File: src/rtl/seg7_scan_mux.sv
// Scanned common-anode 7-segment driver that snapshots BCD digits and shows one digit per slot, with a guard cycle between slots.
// Optional leading-zero suppression is enabled by defining SEG7_LEADING_ZERO_BLANK_EN.
module seg7_scan_mux #(
    parameter int DIGITS   = 4,
    parameter int SCAN_DIV = 50000,
    parameter int DIV_W    = 16
) (
    input  logic                  clock,
    input  logic                  reset,
    input  logic [4*DIGITS-1:0]   digits_in,
    input  logic                  load,
    input  logic                  blank,
    output logic [DIGITS-1:0]     anode,
    output logic [6:0]            seg
);

    localparam int IDX_W = (DIGITS > 1) ? $clog2(DIGITS) : 1;
`ifdef SEG7_LEADING_ZERO_BLANK_EN
    localparam logic LZB_EN = 1'b1;
`else
    localparam logic LZB_EN = 1'b0;
`endif

    // Active-low segment pattern; any nibble above 9 becomes a dash.
    function automatic logic [6:0] bcd_to_seg(input logic [3:0] nib);
        logic [6:0] pat;
        case (nib)
            4'd0:    pat = 7'h01;
            4'd1:    pat = 7'h4F;
            4'd2:    pat = 7'h12;
            4'd3:    pat = 7'h06;
            4'd4:    pat = 7'h4C;
            4'd5:    pat = 7'h24;
            4'd6:    pat = 7'h20;
            4'd7:    pat = 7'h0F;
            4'd8:    pat = 7'h00;
            4'd9:    pat = 7'h04;
            default: pat = 7'h7E;
        endcase
        return pat;
    endfunction

    logic [4*DIGITS-1:0] snapshot_r;
    logic [DIV_W-1:0]    prescaler_r;
    logic [IDX_W-1:0]    index_r;
    logic [DIGITS-1:0]   anode_r;
    logic [6:0]          seg_r;

    logic [DIV_W-1:0]    presc_next_s;
    logic [IDX_W-1:0]    index_next_s;
    logic [4*DIGITS-1:0] shifted_s;
    logic                suppress_s;
    logic                dark_s;

    // Next prescaler/index and the display decision for the state being entered.
    // Digit i and all higher nibbles are zero exactly when the snapshot shifted down by i digits is zero.
    always_comb begin
        presc_next_s = '0;
        index_next_s = index_r;
        if (prescaler_r == DIV_W'(SCAN_DIV - 1)) begin
            presc_next_s = '0;
            if (index_r == IDX_W'(DIGITS - 1)) begin
                index_next_s = '0;
            end else begin
                index_next_s = index_r + IDX_W'(1);
            end
        end else begin
            presc_next_s = prescaler_r + DIV_W'(1);
            index_next_s = index_r;
        end
        shifted_s  = snapshot_r >> {index_next_s, 2'b00};
        suppress_s = LZB_EN && (index_next_s != '0) && (shifted_s == '0);
        dark_s     = blank || (presc_next_s == '0) || suppress_s;
    end

    // Scan state, snapshot capture and registered display outputs.
    always_ff @(posedge clock or posedge reset) begin
        if (reset) begin
            snapshot_r  <= '0;
            prescaler_r <= '0;
            index_r     <= '0;
            anode_r     <= '1;
            seg_r       <= 7'h7F;
        end else begin
            prescaler_r <= presc_next_s;
            index_r     <= index_next_s;
            if (load) begin
                snapshot_r <= digits_in;
            end
            if (dark_s) begin
                anode_r <= '1;
                seg_r   <= 7'h7F;
            end else begin
                anode_r <= ~(DIGITS'(1) << index_next_s);
                seg_r   <= bcd_to_seg(shifted_s[3:0]);
            end
        end
    end

    assign anode = anode_r;
    assign seg   = seg_r;

endmodule

File: config.mk
export PLATFORM = sky130hd
export DESIGN_NAME = seg7_scan_mux
export DESIGN_NICKNAME = d
export VERILOG_FILES = /design/src/rtl/seg7_scan_mux.sv
export SDC_FILE = /design/constraint.sdc
export NUM_CORES = 1
export LEC_CHECK = 0
export CAP_MARGIN = 0
export CORE_MARGIN = 3
export CORE_UTILIZATION = 55
export DETAILED_ROUTE_END_ITERATION = 10
export MAX_ROUTING_LAYER = met4
export PLACE_DENSITY_LB_ADDON = 0.15
export SLEW_MARGIN = 25
export SYNTH_ARGS = -nofsm -noshare
export SYNTH_HDL_FRONTEND = slang
export SYNTH_SLANG_ARGS = --single-unit
File: constraint.sdc
create_clock -name clock -period 5.6 [get_ports clock]
set_clock_uncertainty 0.05 [all_clocks]
set_input_delay 1.12 -clock clock [delete_from_list [all_inputs] [get_ports clock]]
set_output_delay 1.12 -clock clock [all_outputs]
set_load 0.1 [all_outputs]
* Word level (Yosys, flattened, before mapping) *
Memories as Yosys holds them, arrays and structs flattened.
Cells that the tools add are included.

word-level totals
  register bits after elaboration = 45
  input port bits = 20
  ROM bits = 112
  memories kept = 1

memory list
  name             depth  width  rd ports  clocked after Yosys merged registers in  write ports  RTL line  source
  (no name shown)  16     7      1         0                                        0            27        case (nib)

operators by class
  muxes and demuxes = 5
  add/sub/neg operators = 2
  shift operators = 2
  eq/ne operators = 2
  reduce and logical (&&, ||, !) cells = 2
  bitwise logic cells = 1

operators by type and width
  cell                   number
  $add 16x1->16 const B  1
  $eq 16x16->1 const B   1
  $logic_not 16->1       1
  $mux 16                1
  $shr 16x4->4           1
  $mux 7                 1
  $mux 2                 2
  $mux 4                 1
  $not 4->4              1
  $shl 1x2->4 const A    1
  $add 2x1->2 const B    1
  $eq 2x2->1 const B     1
  $logic_or 1x1->1       1

* Longest topological paths before layout *
Gate-level depths: netlist of the first run.

  depth in word-level cells = 6
  mapped depth = 14
  depth with buffers taken out = 13

* Worst setup path after synthesis of the first run *
No wires, ideal clock.

  path type = register to register
  from = register prescaler_r[0]
  to = register seg_r[3], in the netlist seg[3]
  data arrival time = 3,155 ps
  setup slack = 2,323 ps
  cell stages (with the launch flop) = 13
  data required time = 5,478 ps
  library setup time = 72 ps
  cell sequence = dfrtp_1 -> ha_1 -> clkbuf_1 -> nand3_1 -> nor4_4 -> mux2i_2 -> clkinv_4 -> o221ai_1 -> nand2_1 -> ha_1 -> nor3_1 -> a211oi_1 -> o21ai_1

on the way
  cells in the longest elaborated chain, start to end = 5
  elaborated cells between the ends (all ways) = 9

ends and longest elaborated chain
  item                    RTL line  source
  from (decl)             44        logic [DIV_W-1:0] prescaler_r;
  from (signal assigned)  85        prescaler_r <= presc_next_s;
  $eq 16x16->1            60        if (prescaler_r == DIV_W'(SCAN_DIV - 1)) begin
  $mux 2                  60
  via index_next_s[0]     50        logic [IDX_W-1:0] index_next_s;
  $shr 16x4->4            71        shifted_s = snapshot_r >> {index_next_s, 2'b00};
  $mem_v2 16x7            n/a
  $mux 7                  90        if (dark_s) begin
  to (signal assigned)    95        seg_r <= bcd_to_seg(shifted_s[3:0]);
  to (decl)               47        logic [6:0] seg_r;

The timed path passes the listed nets, and every way through them passes these cells.
A chain may end at the register's enable or synchronous reset.

* Final worst setup path of the first run *
Ends and elaborated chain as after synthesis.

==> results of run 1 <==
## worst register-to-register path: stages, from the launching register on
cell,delay (ps)
dfrtp_1,470
ha_1,360
nand3_1,290
nor4_4,630
mux2i_2,590
clkinv_4,190
o221ai_1,140
nand2_1,190
ha_1,360
nor3_1,260
a211oi_1,90
o21ai_1,120
## final cells by class
cell class	count	area (µm²)	area share
multi-input cells	157	1240	0.425
flip-flops and latches	45	1140	0.389
repair buffers	31	308	0.105
clock buffers	6	72.6	0.0248
inverters	16	67.6	0.0231
well taps	50	62.6	0.0214
clock inverters	2	33.8	0.0115
## metrics by stage
| step | cell area (µm²) | std cells | worst slack, ps | hold WS [ps] |
|---|---|---|---|---|
| after global placement | 2820 | 299 | 2120 | 439 |
| final | 2930 | 307 | 1780 | 458 |
| after floorplan | 2500 | 227 | 2320 | 424 |
| after global routing | 2930 | 307 | 1470 | 496 |
| after detailed placement | 2820 | 299 | 1910 | 447 |
| after CTS | 2930 | 307 | 1820 | 465 |
## power by group
| group | leakage, nW | internal, mW | switching [mW] |
|---|---|---|---|
| sequential | 0.542 | 0.346 | 0.00652 |
| clock | 0.0528 | 0.132 | 0.106 |
| combinational | 0.658 | 0.0447 | 0.0815 |
| total | 1.25 | 0.522 | 0.194 |
## state kept, by name, summed over array words and instances, names as in the netlist
register	count
seg	7
prescaler_r	16
anode	4
index_r	2
snapshot_r	16
## logic make-up (layout without fill, tap and decap cells)
family | after synthesis | after routing | synth area share
fa+ha+maj | 10 | 10 | 0.0500
mux | 19 | 19 | 0.0835
xor+xnor | 13 | 13 | 0.0455
compound gates | 41 | 41 | 0.125
flops | 45 | 45 | 0.456
simple gates | 74 | 74 | 0.193
buf+inv | 25 | 55 | 0.0475
## Yosys cell counts, types with 4 or more instances
library cell and count:
dfrtp_1 34, mux2_2 12, nand3_1 14, ha_1 10
nor2_1 11, nor3_1 7, inv_1 13, o21ai_0 9
nand2_1 13, mux2i_1 6, clkbuf_1 5, xnor2_1 10
a21oi_1 4, o21ai_1 6, dfstp_2 11
## routing by layer
layer	GRT usage	up-vias
met1	0.289	856
met2	0.290	55
met5	-	-
li1	-	869
met4	0.0543	0
met3	0.0451	11
## worst min-delay path by stage
stage	startpoint	endpoint	slack [ps]	depth (start not counted)
floorplan	snapshot_r[10]	snapshot_r[10]	420	1
global placement	snapshot_r[10]	snapshot_r[10]	440	1
detailed placement	snapshot_r[9]	snapshot_r[9]	450	1
CTS	snapshot_r[9]	snapshot_r[9]	460	1
global route	snapshot_r[5]	snapshot_r[5]	500	1
finish	snapshot_r[11]	snapshot_r[11]	460	1
## layout by cell type (no fill, tap or decap), drive strengths merged, types with 3 or more instances in the layout
| cell | synthesis | routed |
|---|---|---|
| nor2 | 12 | 12 |
| o211ai | 5 | 5 |
| inv | 15 | 14 |
| xor2 | 3 | 3 |
| clkdlybuf4s50 | 0 | 30 |
| a21oi | 4 | 4 |
| nand3 | 14 | 14 |
| and2 | 3 | 3 |
| mux2 | 12 | 12 |
| dfstp | 11 | 11 |
| dfrtp | 34 | 34 |
| o221ai | 3 | 3 |
| nor4 | 3 | 3 |
| mux2i | 7 | 7 |
| o21ai | 15 | 15 |
| xnor2 | 10 | 10 |
| nor3 | 7 | 7 |
| a32oi | 3 | 3 |
| nand2 | 14 | 14 |
| and3 | 4 | 4 |
| ha | 10 | 10 |
| nand4 | 3 | 3 |
| clkinv | 1 | 3 |
| clkbuf | 5 | 6 |
==> metrics.csv, run 1 <==
stage;metric;value;unit
finish;Area Growth Syn to Fin;17.0;%
timing;Max Clk Rate;262;MHz
die;initial core utilization;0.596;
synthesis;average size of a mapped cell;11.0;µm²
worst_setup_path;CP max FO;9;
worst_setup_path;Max stage delay on crit path;630;ps
route;met2 WL;2210;µm
timing;Max Slew Vio Count;0;
finish;ANT cells;0;
synthesis;top_reg_cell synth;dfrtp_1;
cts;CTS max path bufs;2;
route;drt drc;0;
placement;Detail Placement HPWL;3570;µm
worst_setup_path;Crit path top cell by count;ha_1;
worst_setup_path;Crit. path cell count;11;
worst_setup_path;Slowest cell on crit path;nor4_4;
hold_path;Hold Path Class;reg -> reg;
route;met3 wire len;268;µm
route;DR vias/cell;5.83;
worst_setup_path;CP Launch Type;flip-flop;
cts;CTS Hold Buffers Added;0;
cts;postcts setup bufs;0;
timing;final critical-path share of the clock period;0.683;
worst_setup_path;R2R Path End;seg[3];
synthesis;Seq/Total Area, Yosys;0.456;
worst_setup_path;crit-path cells;ha_1 -> nand3_1 -> nor4_4 -> mux2i_2 -> clkinv_4 -> o221ai_1 -> nand2_1 -> ha_1 -> nor3_1 -> a211oi_1 -> o21ai_1;
synthesis;Yosys cell types;54;
route;Vias;1791;
cts;post_cts resized;0;
route;number of routed nets with antenna violations;0;
cts;root buffer cell;clkbuf_8;
worst_setup_path;r2r setup slk;1780;ps
synthesis;Synth area leader;dfrtp_1;
pwr;pwr dens;245;nW/µm²
synthesis;Synth area leaders;dfrtp_1 34%, dfstp_2 12%, mux2_2 5.4%;
grt;vias in the first global route;1666;
synthesis;mapped cell area;2500;µm²
synthesis;yosys synthesis warning count;0;
worst_setup_path;kind of critical path;reg -> reg;
route;DR pass1 iterations;4;
route;Detailed Route Iter0 Violations;99;
route;final WL;4820;µm
flow_run;MaxCap Viol Count;0;
worst_setup_path;cell family with most CP delay;simple AND/OR/NAND/NOR gates;
synthesis;synthesized net count;257;
worst_setup_path;Buf/Inv on CP;1;
pwr;Max VDD drop;0.000195;V
grt;initial antenna violation count;0;
worst_setup_path;crit path to;seg[3];
timing;final setup fails;0;
timing;Rel. slew slack;0.352;
worst_setup_path;Worst setup EP type;flip-flop;
die;Top Ports;31;
placement;Buffers on Ports;30;
outcome;status;completed;
worst_setup_path;worst path arrival time;4000;ps
grt;GR Overflow Total;0;
finish;fraction of layout cells with a size suffix above 1;0.187;
pwr;total power;0.716;mW
grt;first-pass GRT wire length;8090;µm
placement;routability cong.;0.924;
timing;Tmin final;3820;ps
grt;largest net degree at the start of global routing;46;
timing;RSZ-0062 raised after global routing;no;
synthesis;Mapped Cells;227;
cts;TritonCTS buffer count;5;
route;met1 wire length;2260;µm
synthesis;Synth Register Bits;45;
worst_setup_path;worst setup path startpoint;prescaler_r[0];
pwr;leakage power;1.25;nW
cts;clk_lat worst skew;300;ps
die;die area;5390;µm²
synthesis;share of flip-flops with an asynchronous set or reset;1.00;
synthesis;Synth top area share;0.340;
finish;Final Util;0.697;
finish;Filler cells;328;
die;CORE AREA;4200;µm²
worst_setup_path;reg-to-reg startpoint;prescaler_r[0];
route;DR top layer;met4;
worst_setup_path;Req. time, crit path;5780;ps
route;Routed WL per cell;15.7;µm
cts;CTS clk-pin slew, worst paths;80;ps
cts;CTS tree;yes;
die;Die Y;73.5;µm
synthesis;number of synthesized flops with an enable pin;0;
cts;Sink Count;45;
die;Die Wd;73.5;µm
finish;NumNets Final;286;
grt;overall routing resource usage;0.202;
worst_setup_path;Reg2Reg Depth;11;
timing;Final Hold Viols;0;
die;Rows;23;
timing;Worst-Margin Slew;968;ps
timing;Setup TNS Final;0;ps
cts;H-tree Lvls;2;
Note: power is estimated with default switching activity, not from simulation.
==> inputs of run 2 (changes only) <==
CORE_UTILIZATION = 50   (was 55)
clock period = 3.3 ns   (was 5.6 ns; I/O delays follow)
==> metrics.csv, run 2 (synthesis results as in run 1) <==
stage;metric;value;unit;change
grt;overall routing resource usage;0.180;;was 0.202
pwr;total power;1.24;mW;was 0.716 mW
pwr;Max VDD drop;0.000219;V;was 0.000195 V
die;Top Ports;31;;unchanged
hold_path;Hold Path Class;reg -> reg;;unchanged
pwr;sw frac;0.268;;was 0.271
worst_setup_path;CP max FO;9;;unchanged
timing;Setup TNS Final;0;ps;unchanged
pwr;pwr dens;412;nW/µm²;was 245 nW/µm²
timing;Rel. slew slack;0.507;;was 0.352
finish;commonest non-fill, non-tap cells in the layout;33 x dfrtp_1, 20 x buf_4, 19 x clkdlybuf4s50_1;;was 34 x dfrtp_1, 30 x clkdlybuf4s50_1, 14 x nand3_1
route;DR pass1 iterations;4;;unchanged
grt;largest net degree at the start of global routing;46;;unchanged
timing;RSZ-0062 raised after global routing;no;;unchanged
placement;routability cong.;0.816;;was 0.924
placement;Buffers on Ports;30;;unchanged
finish;Filler cells;394;;was 328
pwr;leakage power;1.30;nW;was 1.25 nW
timing;final critical-path share of the clock period;0.943;;was 0.683
route;Vias;1812;;was 1,791
grt;initial antenna violation count;0;;unchanged
worst_setup_path;Worst setup EP type;flip-flop;;unchanged
route;drt drc;0;;unchanged
pwr;Seq pwr share;0.482;;was 0.492
finish;fraction of layout cells with a size suffix above 1;0.268;;was 0.187
pwr;combinational share of power;0.172;;was 0.176
finish;ANT cells;0;;unchanged
timing;Max Clk Rate;321;MHz;was 262 MHz
cts;root buffer cell;clkbuf_8;;unchanged
flow_run;MaxCap Viol Count;0;;unchanged
route;number of routed nets with antenna violations;0;;unchanged
route;Routed WL per cell;14.6;µm;was 15.7 µm
route;DR vias/cell;5.46;;was 5.83
worst_setup_path;r2r setup slk;190;ps;was 1780 ps
finish;NumNets Final;294;;was 286
die;die area;5890;µm²;was 5390 µm²
timing;Max Slew Vio Count;0;;unchanged
grt;first-pass GRT wire length;8360;µm;was 8090 µm
finish;Area Growth Syn to Fin;20.1;%;was 17.0%
cts;CTS clk-pin slew, worst paths;80;ps;about the same
pwr;clock share of power;0.346;;was 0.332
timing;worst hold slack;461;ps;was 458 ps
timing;Worst-Margin Slew;737;ps;was 968 ps
grt;GR Overflow Total;0;;unchanged
cts;clk_lat worst skew;290;ps;was 300 ps
grt;vias in the first global route;1761;;was 1,666
pwr;cell internal pwr;0.908;mW;was 0.522 mW
finish;commonest non-fill, non-tap cell in the layout;dfrtp_1;;unchanged
die;CORE AREA;4790;µm²;was 4200 µm²
worst_setup_path;worst path arrival time;3300;ps;was 4000 ps
cts;H-tree Lvls;2;;unchanged
cts;CTS max path bufs;2;;unchanged
route;final WL;4840;µm;was 4820 µm
timing;Tmin final;3110;ps;was 3820 ps
outcome;status;completed;;unchanged
die;initial core utilization;0.523;;was 0.596
pwr;Sw Pwr;0.332;mW;was 0.194 mW
worst_setup_path;kind of critical path;reg -> reg;;unchanged
cts;CTS tree;yes;;unchanged
die;Die Wd;76.7;µm;was 73.5 µm
timing;Final Hold Viols;0;;unchanged
cts;TritonCTS buffer count;5;;unchanged
die;Die Y;76.7;µm;was 73.5 µm
worst_setup_path;CP Launch Type;flip-flop;;unchanged
route;Detailed Route Iter0 Violations;129;;was 99
die;Rows;25;;was 23
timing;final setup fails;0;;unchanged
finish;Final Util;0.628;;was 0.697
worst_setup_path;Req. time, crit path;3480;ps;was 5780 ps
cts;Sink Count;45;;unchanged
placement;Detail Placement HPWL;3550;µm;was 3570 µm
run 2: area by class of cell:
cell class,instances,area [µm²],area share
Sequential cell,45,1140,0.380
Multi-Input combinational cell,157,1260,0.418
Clock inverter,1,30.0,0.00999
Timing Repair Buffer,39,340,0.113
Clock buffer,7,86.3,0.0287
Tap cell,67,83.8,0.0279
Inverter,16,67.6,0.0225
run 2: final timing paths:
| path | from | endpoint | cells past startpoint |
|---|---|---|---|
| min in group asynchronous | reset | prescaler_r[14] | 3 |
| setup / recovery | prescaler_r[13] | seg[3] | 10 |
| hold reg to reg | prescaler_r[0] | prescaler_r[1] | 1 |
| hold / removal | prescaler_r[0] | prescaler_r[1] | 1 |
| setup reg to reg | prescaler_r[13] | seg[3] | 10 |
| max in group asynchronous | reset | prescaler_r[13] | 3 |
run 2: per-stage QoR:
step / instances / instance area [µm²] / setup slack, ps
final: 332 / 3010 / 188
after global routing: 332 / 3010 / 40.9
after CTS: 332 / 2990 / 144
after detailed placement: 324 / 2880 / 164
after global placement: 324 / 2880 / 242
after floorplan: 227 / 2500 / 22.8
run 2: power by group through the flow:
| stage | logic, mW | registers, mW | clock network, mW |
|---|---|---|---|
| 6_report | 0.213 | 0.598 | 0.429 |
| 2_1_floorplan | 0.0841 | 0.680 | 0 |
| 3_5_place_dp | 0.211 | 0.609 | 0 |
| 4_1_cts | 0.212 | 0.598 | 0.440 |
| 3_3_place_gp | 0.209 | 0.609 | 0 |
| 5_1_grt | 0.229 | 0.602 | 0.462 |
run 2: critical path, cell delays in order, from the launching register on:
cell	delay, ps
dfrtp_2	440
or4b_4	590
o41a_4	560
nor2_8	160
inv_4	90
mux2i_1	130
mux2_4	320
ha_1	330
nor3_2	210
a211oi_1	60
o21ai_1	120
run 2: routing by layer:
metal  global-route usage  wire [µm]  share of wire
met5                    -          0              0
met3               0.0399        245          0.051
met1                0.264       2430           0.50
met2                0.250       2110           0.44
met4               0.0507         58          0.012
run 2: repair_timing:
action                     CTS  global route
setup endpoints to repair    0             1
setup buffers                0             0
hold buffers                 0             0
gates resized for setup      0             4
==> inputs of run 3 (changes only) <==
CAP_MARGIN = 25   (was 0)
==> results of run 3 <==
The final DEF is identical to that of run 2; final timing and power are the same.
